### src/rtl/if_pkg.sv
// if_pkg: shared types and helpers for the instruction-fetch stage.
//   bht_state_t     2-bit saturating branch counter (SNT/WNT/WT/ST)
//   btb_entry_t     canonical BTB entry layout (valid, tag, target, ctr),
//                   sized for the widest supported XLEN
//   NOP_INST        instruction word loaded into IF/ID on a squash
//   btb_idx_w/tag_w index and tag widths derived from XLEN and BTB depth
//   ctr_inc/ctr_dec saturating counter steps
package if_pkg;

   typedef enum logic [1:0] {
      SNT = 2'd0,
      WNT = 2'd1,
      WT  = 2'd2,
      ST  = 2'd3
   } bht_state_t;

   localparam int BTB_MAX_XLEN = 64;

   typedef struct packed {
      logic                    valid;
      logic [BTB_MAX_XLEN-1:0] tag;
      logic [BTB_MAX_XLEN-1:0] target;
      bht_state_t              ctr;
   } btb_entry_t;

   localparam logic [31:0] NOP_INST = 32'd0;

   function automatic int btb_idx_w(input int entries);
      return $clog2(entries);
   endfunction

   function automatic int btb_tag_w(input int xlen, input int entries);
      return xlen - $clog2(entries) - 2;
   endfunction

   function automatic bht_state_t ctr_inc(input bht_state_t c);
      case (c)
         SNT:     return WNT;
         WNT:     return WT;
         default: return ST;
      endcase
   endfunction

   function automatic bht_state_t ctr_dec(input bht_state_t c);
      case (c)
         ST:      return WT;
         WT:      return WNT;
         default: return SNT;
      endcase
   endfunction

endpackage

### src/rtl/if_btb.sv
// if_btb: direct-mapped branch target buffer with 2-bit saturating counters.
// Only built when IF_BTB_EN is defined.
// Ports:
//   clk, rst          clock, synchronous active-low reset (clears valid bits)
//   lk_pc             word address being fetched (pc[XLEN-1:2])
//   pred_taken        entry valid, tag match, counter >= WT
//   pred_target       stored target of the indexed entry
//   upd_en            resolved-branch update strobe
//   upd_pc            word address of the resolved branch
//   upd_taken         branch outcome
//   upd_target        branch target
// Lookup is purely combinational from storage, so a same-cycle update to the
// same entry is only seen by lookups after the edge.
module if_btb
   import if_pkg::*;
#(
   parameter int XLEN        = 32,
   parameter int BTB_ENTRIES = 16
) (
   input  logic            clk,
   input  logic            rst,
   input  logic [XLEN-1:2] lk_pc,
   output logic            pred_taken,
   output logic [XLEN-1:0] pred_target,
   input  logic            upd_en,
   input  logic [XLEN-1:2] upd_pc,
   input  logic            upd_taken,
   input  logic [XLEN-1:0] upd_target
);

   localparam int IW = btb_idx_w(BTB_ENTRIES);
   localparam int TW = btb_tag_w(XLEN, BTB_ENTRIES);

   logic [BTB_ENTRIES-1:0] valid_q;
   logic [TW-1:0]          tag_q [BTB_ENTRIES];
   logic [XLEN-1:0]        tgt_q [BTB_ENTRIES];
   bht_state_t             ctr_q [BTB_ENTRIES];

   logic [IW-1:0] lk_idx;
   logic [IW-1:0] upd_idx;
   logic [TW-1:0] lk_tag;
   logic [TW-1:0] upd_tag;
   logic          lk_hit;
   logic          upd_hit;

   assign lk_idx  = lk_pc[IW+1:2];
   assign lk_tag  = lk_pc[XLEN-1:IW+2];
   assign upd_idx = upd_pc[IW+1:2];
   assign upd_tag = upd_pc[XLEN-1:IW+2];

   assign lk_hit  = valid_q[lk_idx]  && (tag_q[lk_idx]  == lk_tag);
   assign upd_hit = valid_q[upd_idx] && (tag_q[upd_idx] == upd_tag);

   // counter MSB set means WT or ST
   assign pred_taken  = lk_hit && ctr_q[lk_idx][1];
   assign pred_target = tgt_q[lk_idx];

   always_ff @(posedge clk) begin
      if (!rst) begin
         valid_q <= '0;
      end else if (upd_en) begin
         if (upd_hit) begin
            ctr_q[upd_idx] <= upd_taken ? ctr_inc(ctr_q[upd_idx]) : ctr_dec(ctr_q[upd_idx]);
            if (upd_taken) begin
               tgt_q[upd_idx] <= upd_target;
            end
         end else if (upd_taken) begin
            // a taken miss replaces whatever aliased into this slot
            valid_q[upd_idx] <= 1'b1;
            tag_q[upd_idx]   <= upd_tag;
            tgt_q[upd_idx]   <= upd_target;
            ctr_q[upd_idx]   <= WT;
         end
      end
   end

endmodule

### src/rtl/if_predict_stage.sv
// if_predict_stage: instruction-fetch stage with PC, next-PC selection,
// optional BTB branch prediction and the IF/ID pipeline register.
// Build option: define IF_BTB_EN to include the BTB (if_btb); without it
// prediction is always not-taken and the upd* inputs are ignored.
// Ports:
//   clk, rst               clock, synchronous active-low reset
//   pcWrite                1 = advance PC and load IF/ID, 0 = stall
//   flush                  squash IF/ID at next edge
//   jmp, jmpAdr            decode-stage jump and 26-bit target field
//   redirect, redirectAdr  EX-stage mispredict repair (ignores stall)
//   updEn, updPc, updTaken, updTarget   BTB training from EX
//   imemAdr, imemData      instruction memory address / combinational data
//   ifidInst, ifidPc4, ifidPredTaken, ifidValid   IF/ID register outputs
module if_predict_stage
   import if_pkg::*;
#(
   parameter int              XLEN        = 32,
   parameter int              BTB_ENTRIES = 16,
   parameter logic [XLEN-1:0] RESET_PC    = '0
) (
   input  logic            clk,
   input  logic            rst,
   input  logic            pcWrite,
   input  logic            flush,
   input  logic            jmp,
   input  logic [25:0]     jmpAdr,
   input  logic            redirect,
   input  logic [XLEN-1:0] redirectAdr,
   input  logic            updEn,
   input  logic [XLEN-1:0] updPc,
   input  logic            updTaken,
   input  logic [XLEN-1:0] updTarget,
   output logic [XLEN-1:0] imemAdr,
   input  logic [XLEN-1:0] imemData,
   output logic [XLEN-1:0] ifidInst,
   output logic [XLEN-1:0] ifidPc4,
   output logic            ifidPredTaken,
   output logic            ifidValid
);

   logic [XLEN-1:0] pc;
   logic [XLEN-1:0] pc4;
   logic [XLEN-1:0] jmp_target;
   logic [XLEN-1:0] seq_next;
   logic            pred_taken;
   logic [XLEN-1:0] pred_target;

   assign imemAdr    = pc;
   assign pc4        = pc + XLEN'(4);
   assign jmp_target = {pc[XLEN-1:28], jmpAdr, 2'b00};

`ifdef IF_BTB_EN
   if_btb #(
      .XLEN        (XLEN),
      .BTB_ENTRIES (BTB_ENTRIES)
   ) u_btb (
      .clk         (clk),
      .rst         (rst),
      .lk_pc       (pc[XLEN-1:2]),
      .pred_taken  (pred_taken),
      .pred_target (pred_target),
      .upd_en      (updEn),
      .upd_pc      (updPc[XLEN-1:2]),
      .upd_taken   (updTaken),
      .upd_target  (updTarget)
   );

   // branch PCs are word aligned, the byte offset carries no information
   logic unused_upd_lsb;
   assign unused_upd_lsb = ^updPc[1:0];
`else
   assign pred_taken  = 1'b0;
   assign pred_target = '0;

   logic unused_upd;
   assign unused_upd = ^{updEn, updPc, updTaken, updTarget};
`endif

   // sources that only load when the pipe is not stalled
   always_comb begin
      seq_next = pc4;
      if (jmp) begin
         seq_next = jmp_target;
      end else if (pred_taken) begin
         seq_next = pred_target;
      end
   end

   always_ff @(posedge clk) begin
      if (!rst) begin
         pc            <= RESET_PC;
         ifidInst      <= XLEN'(NOP_INST);
         ifidPc4       <= '0;
         ifidPredTaken <= 1'b0;
         ifidValid     <= 1'b0;
      end else begin
         if (redirect) begin
            pc <= redirectAdr;
         end else if (pcWrite) begin
            pc <= seq_next;
         end

         // a redirect squashes the wrong-path fetch even during a stall
         if (flush || redirect) begin
            ifidInst  <= XLEN'(NOP_INST);
            ifidValid <= 1'b0;
         end else if (pcWrite) begin
            ifidInst      <= imemData;
            ifidPc4       <= pc4;
            ifidPredTaken <= pred_taken;
            ifidValid     <= 1'b1;
         end
      end
   end

endmodule

### config.mk
export PLATFORM = sky130hd
export DESIGN_NAME = if_predict_stage
export DESIGN_NICKNAME = d
export VERILOG_FILES = /design/src/rtl/if_pkg.sv /design/src/rtl/if_btb.sv /design/src/rtl/if_predict_stage.sv
export SDC_FILE = /design/constraint.sdc
export NUM_CORES = 1
export LEC_CHECK = 0
export ABC_CLOCK_PERIOD_IN_PS = 2550
export BUFFER_PORTS_ARGS = -buffer_cell sky130_fd_sc_hd__buf_2
export CAP_MARGIN = 20
export CORE_UTILIZATION = 45
export CTS_CLUSTER_DIAMETER = 40
export CTS_CLUSTER_SIZE = 24
export DETAILED_ROUTE_END_ITERATION = 12
export PLACE_DENSITY = 0.8
export SETUP_SLACK_MARGIN = 0.3
export SLEW_MARGIN = 0
export SYNTH_ARGS = -nofsm -noshare
export SYNTH_HDL_FRONTEND = slang
export SYNTH_SLANG_ARGS = --single-unit
### constraint.sdc
create_clock -name clk -period 2.55 [get_ports clk]
set_input_delay 0.3825 -clock clk [delete_from_list [all_inputs] [get_ports clk]]
set_output_delay 0.3825 -clock clk [all_outputs]
set_load 0.1 [all_outputs]
==> impl_metrics.env <==
export IMPL_status="finished, final reports clean"
export IMPL_fin_util=0.584
export IMPL_routabilityCongestion=0.918
export IMPL_p_leak_uw=0.00268
export IMPL_vias_per_cell=5.69
export IMPL_synth_main_ff_cell="dfxtp_1"
export IMPL_grt_start_max_net_pins=48
export IMPL_drc=0
export IMPL_antenna_cells=0
export IMPL_total_power_uw=3570
export IMPL_io_pins=260
export IMPL_clk_pin_slew_worst_paths_ps=90
export IMPL_grt_pass1_wl_um=24500
export IMPL_ant_nets=0
export IMPL_cp_max_fo=8
export IMPL_setup_viol=0
export IMPL_fillCellCount=972
export IMPL_cts_sinks=97
export IMPL_grt_util_met2=0.448
export IMPL_synthArstFlopShare=0
export IMPL_whs_ps=236
export IMPL_yosys_register_bits=97
export IMPL_grt_usage=0.278
export IMPL_fmaxAchievable_ghz=0.472
export IMPL_h_tree_depth=3
export IMPL_drt_pass1_iterations=5
export IMPL_synth_area_leaders="dfxtp_1 (40%), mux2i_1 (7.1%), o21ai_0 (6.0%)"
export IMPL_top_usage_layer="met2"
export IMPL_power_density_mw_per_mm2=590
export IMPL_clock_latency_ps=370
export IMPL_port_buffers=192
export IMPL_die_area_mm2=0.0111
export IMPL_syn_area_mm2=0.00482
export IMPL_worstSetupPathType="reg2reg"
export IMPL_skew_ps=6.54
export IMPL_required_ps=2800
export IMPL_antenna_found_initial=0
export IMPL_synth_enable_flop_cells=0
export IMPL_synth_top_area_share=0.403
export IMPL_clockBufferDepth=2
export IMPL_ir_drop_v=0.000277
export IMPL_synth_distinct_cells=55
export IMPL_slew_headroom=0.481
export IMPL_post_route_min_period_ps=2120
export IMPL_hpwlAfterDp_um=11200
export IMPL_max_cap_violations=0
export IMPL_hold_viol=0
export IMPL_synthesis_nets=761
export IMPL_dr_first_iter_drc_count=366
export IMPL_finalCritPeriodShare=0.830
export IMPL_area_growth_pct=25.7
export IMPL_wl_per_cell_um=16.8
export IMPL_finalMaxSlewViolations=0
export IMPL_num_vias=5157
export IMPL_core_area_mm2=0.0104
export IMPL_syn_avg_cell_area_um2=8.06
export IMPL_yosys_area_top_type="dfxtp_1"
export IMPL_cts_root_buf="clkbuf_8"
export IMPL_fp_dieW_um=105
export IMPL_synthCells=598
export IMPL_worst_slew_pin_slew_ps=771
export IMPL_wirelength_um=15300
export IMPL_finalSetupTns_ps=0
export IMPL_drive_gt1_frac=0.331
export IMPL_r2r_setup_slack_ps=430
export IMPL_synth_common_cells="dfxtp_1 (97), nor2_1 (72), o21ai_0 (58)"
export IMPL_start_kind="register"
export IMPL_yosys_warnings=0
export IMPL_ys_seq_area_frac=0.403
export IMPL_yosysMostFrequentCell="dfxtp_1"
export IMPL_cts_tree="yes"
export IMPL_arrival_ps=2370
export IMPL_overflow=0
export IMPL_place_ws_ps=398
export IMPL_setup_slack_ps=433
export IMPL_hold_class="in2reg"
export IMPL_cts_made_buffers=9
export IMPL_endpoint_kind="register"
export IMPL_start_util=0.465
export IMPL_grt_met3_usage=0.0606
export IMPL_dieHeight_um=105
export IMPL_rsz0062_at_grt="false"
export IMPL_grt_use_met1=0.351
export IMPL_fin_nets=931
export IMPL_rows=37
export IMPL_first_global_vias=4866
[layer usage]
metal  up-vias  part of all wire
li1       2468                 -
met1      2347              0.41
met2       297              0.46
met3        45             0.094
met4         0             0.034
met5         -                 0
[kinds of logic after synthesis]
| logic type | share of synthesized area |
|---|---|
| AOI/OAI and AO/OA | 0.198 |
| xor gates and xnor gates | 0.0455 |
| adders and majority gates | 0.00260 |
| buffers and inverters | 0.0540 |
| DFF | 0.403 |
| muxes | 0.0707 |
| other | 0.000778 |
| and+or+nand+nor | 0.225 |
[cell usage in the layout (no fill, tap or decap), drive strengths merged, types with 12 or more instances in the layout]
cell type and instances:
nand2 49, dfxtp 97, nor3 20, mux2i 34, o21ai 61, nand3 33, buf 207, xnor2 16
inv 14, nand4 12, a211oi 16, nor2 72, a21oi 41
[path summary, 6_finish.rpt]
path,end,cells past startpoint,start
max,imemAdr[26],6,imemAdr[2]
min,imemAdr[30],3,redirectAdr[30]
max reg2reg,imemAdr[26],6,imemAdr[2]
min reg2reg,ifidPc4[23],2,ifidPc4[23]
[cell type report]
cell class / count / area [µm²] / area share
Timing Repair Buffer: 207 / 1090 / 0.179
Multi-Input combinational cell: 438 / 2630 / 0.433
Inverter: 15 / 56.3 / 0.00930
Sequential cell: 97 / 1980 / 0.326
Clock buffer: 11 / 131 / 0.0217
Tap cell: 136 / 170 / 0.0281
Clock inverter: 2 / 10.0 / 0.00165
[through the flow]
stage | cells | cell area, µm²
2_1_floorplan | 598 | 4850
3_3_place_gp | 891 | 5890
3_5_place_dp | 891 | 5890
4_1_cts | 904 | 6040
5_1_grt | 906 | 6060
6_report | 906 | 6060
[state kept, by name, summed over array words and instances, names as in the netlist]
| register | cells |
|---|---|
| imemAdr | 32 |
| ifidInst | 32 |
| ifidPc4 | 32 |
| ifidValid | 1 |
[where the power goes]
group	leakage (µW)	internal [µW]	switching [µW]	total, µW
Sequential	0.000801	1590	96.9	1690
Combinational	0.00180	235	799	1030
Clock	0.0000749	337	512	849
[critical path, cell delays in order (launching register included)]
cell and delay (ps):
dfxtp_4 400, ha_1 270, nand4_1 240, or3_1 510
o31a_1 320, o21ai_1 190, a221oi_2 80
[timing repair]
| action | 4_1_cts | 5_1_grt |
|---|---|---|
| resized for setup | 0 | 1 |
| buffers inserted | 0 | 2 |
| hold buffers | 0 | 0 |
| hold endpoints to repair | 0 | 0 |
| endpoints found under the setup margin | 0 | 6 |
(Power assumes the default switching activity.)
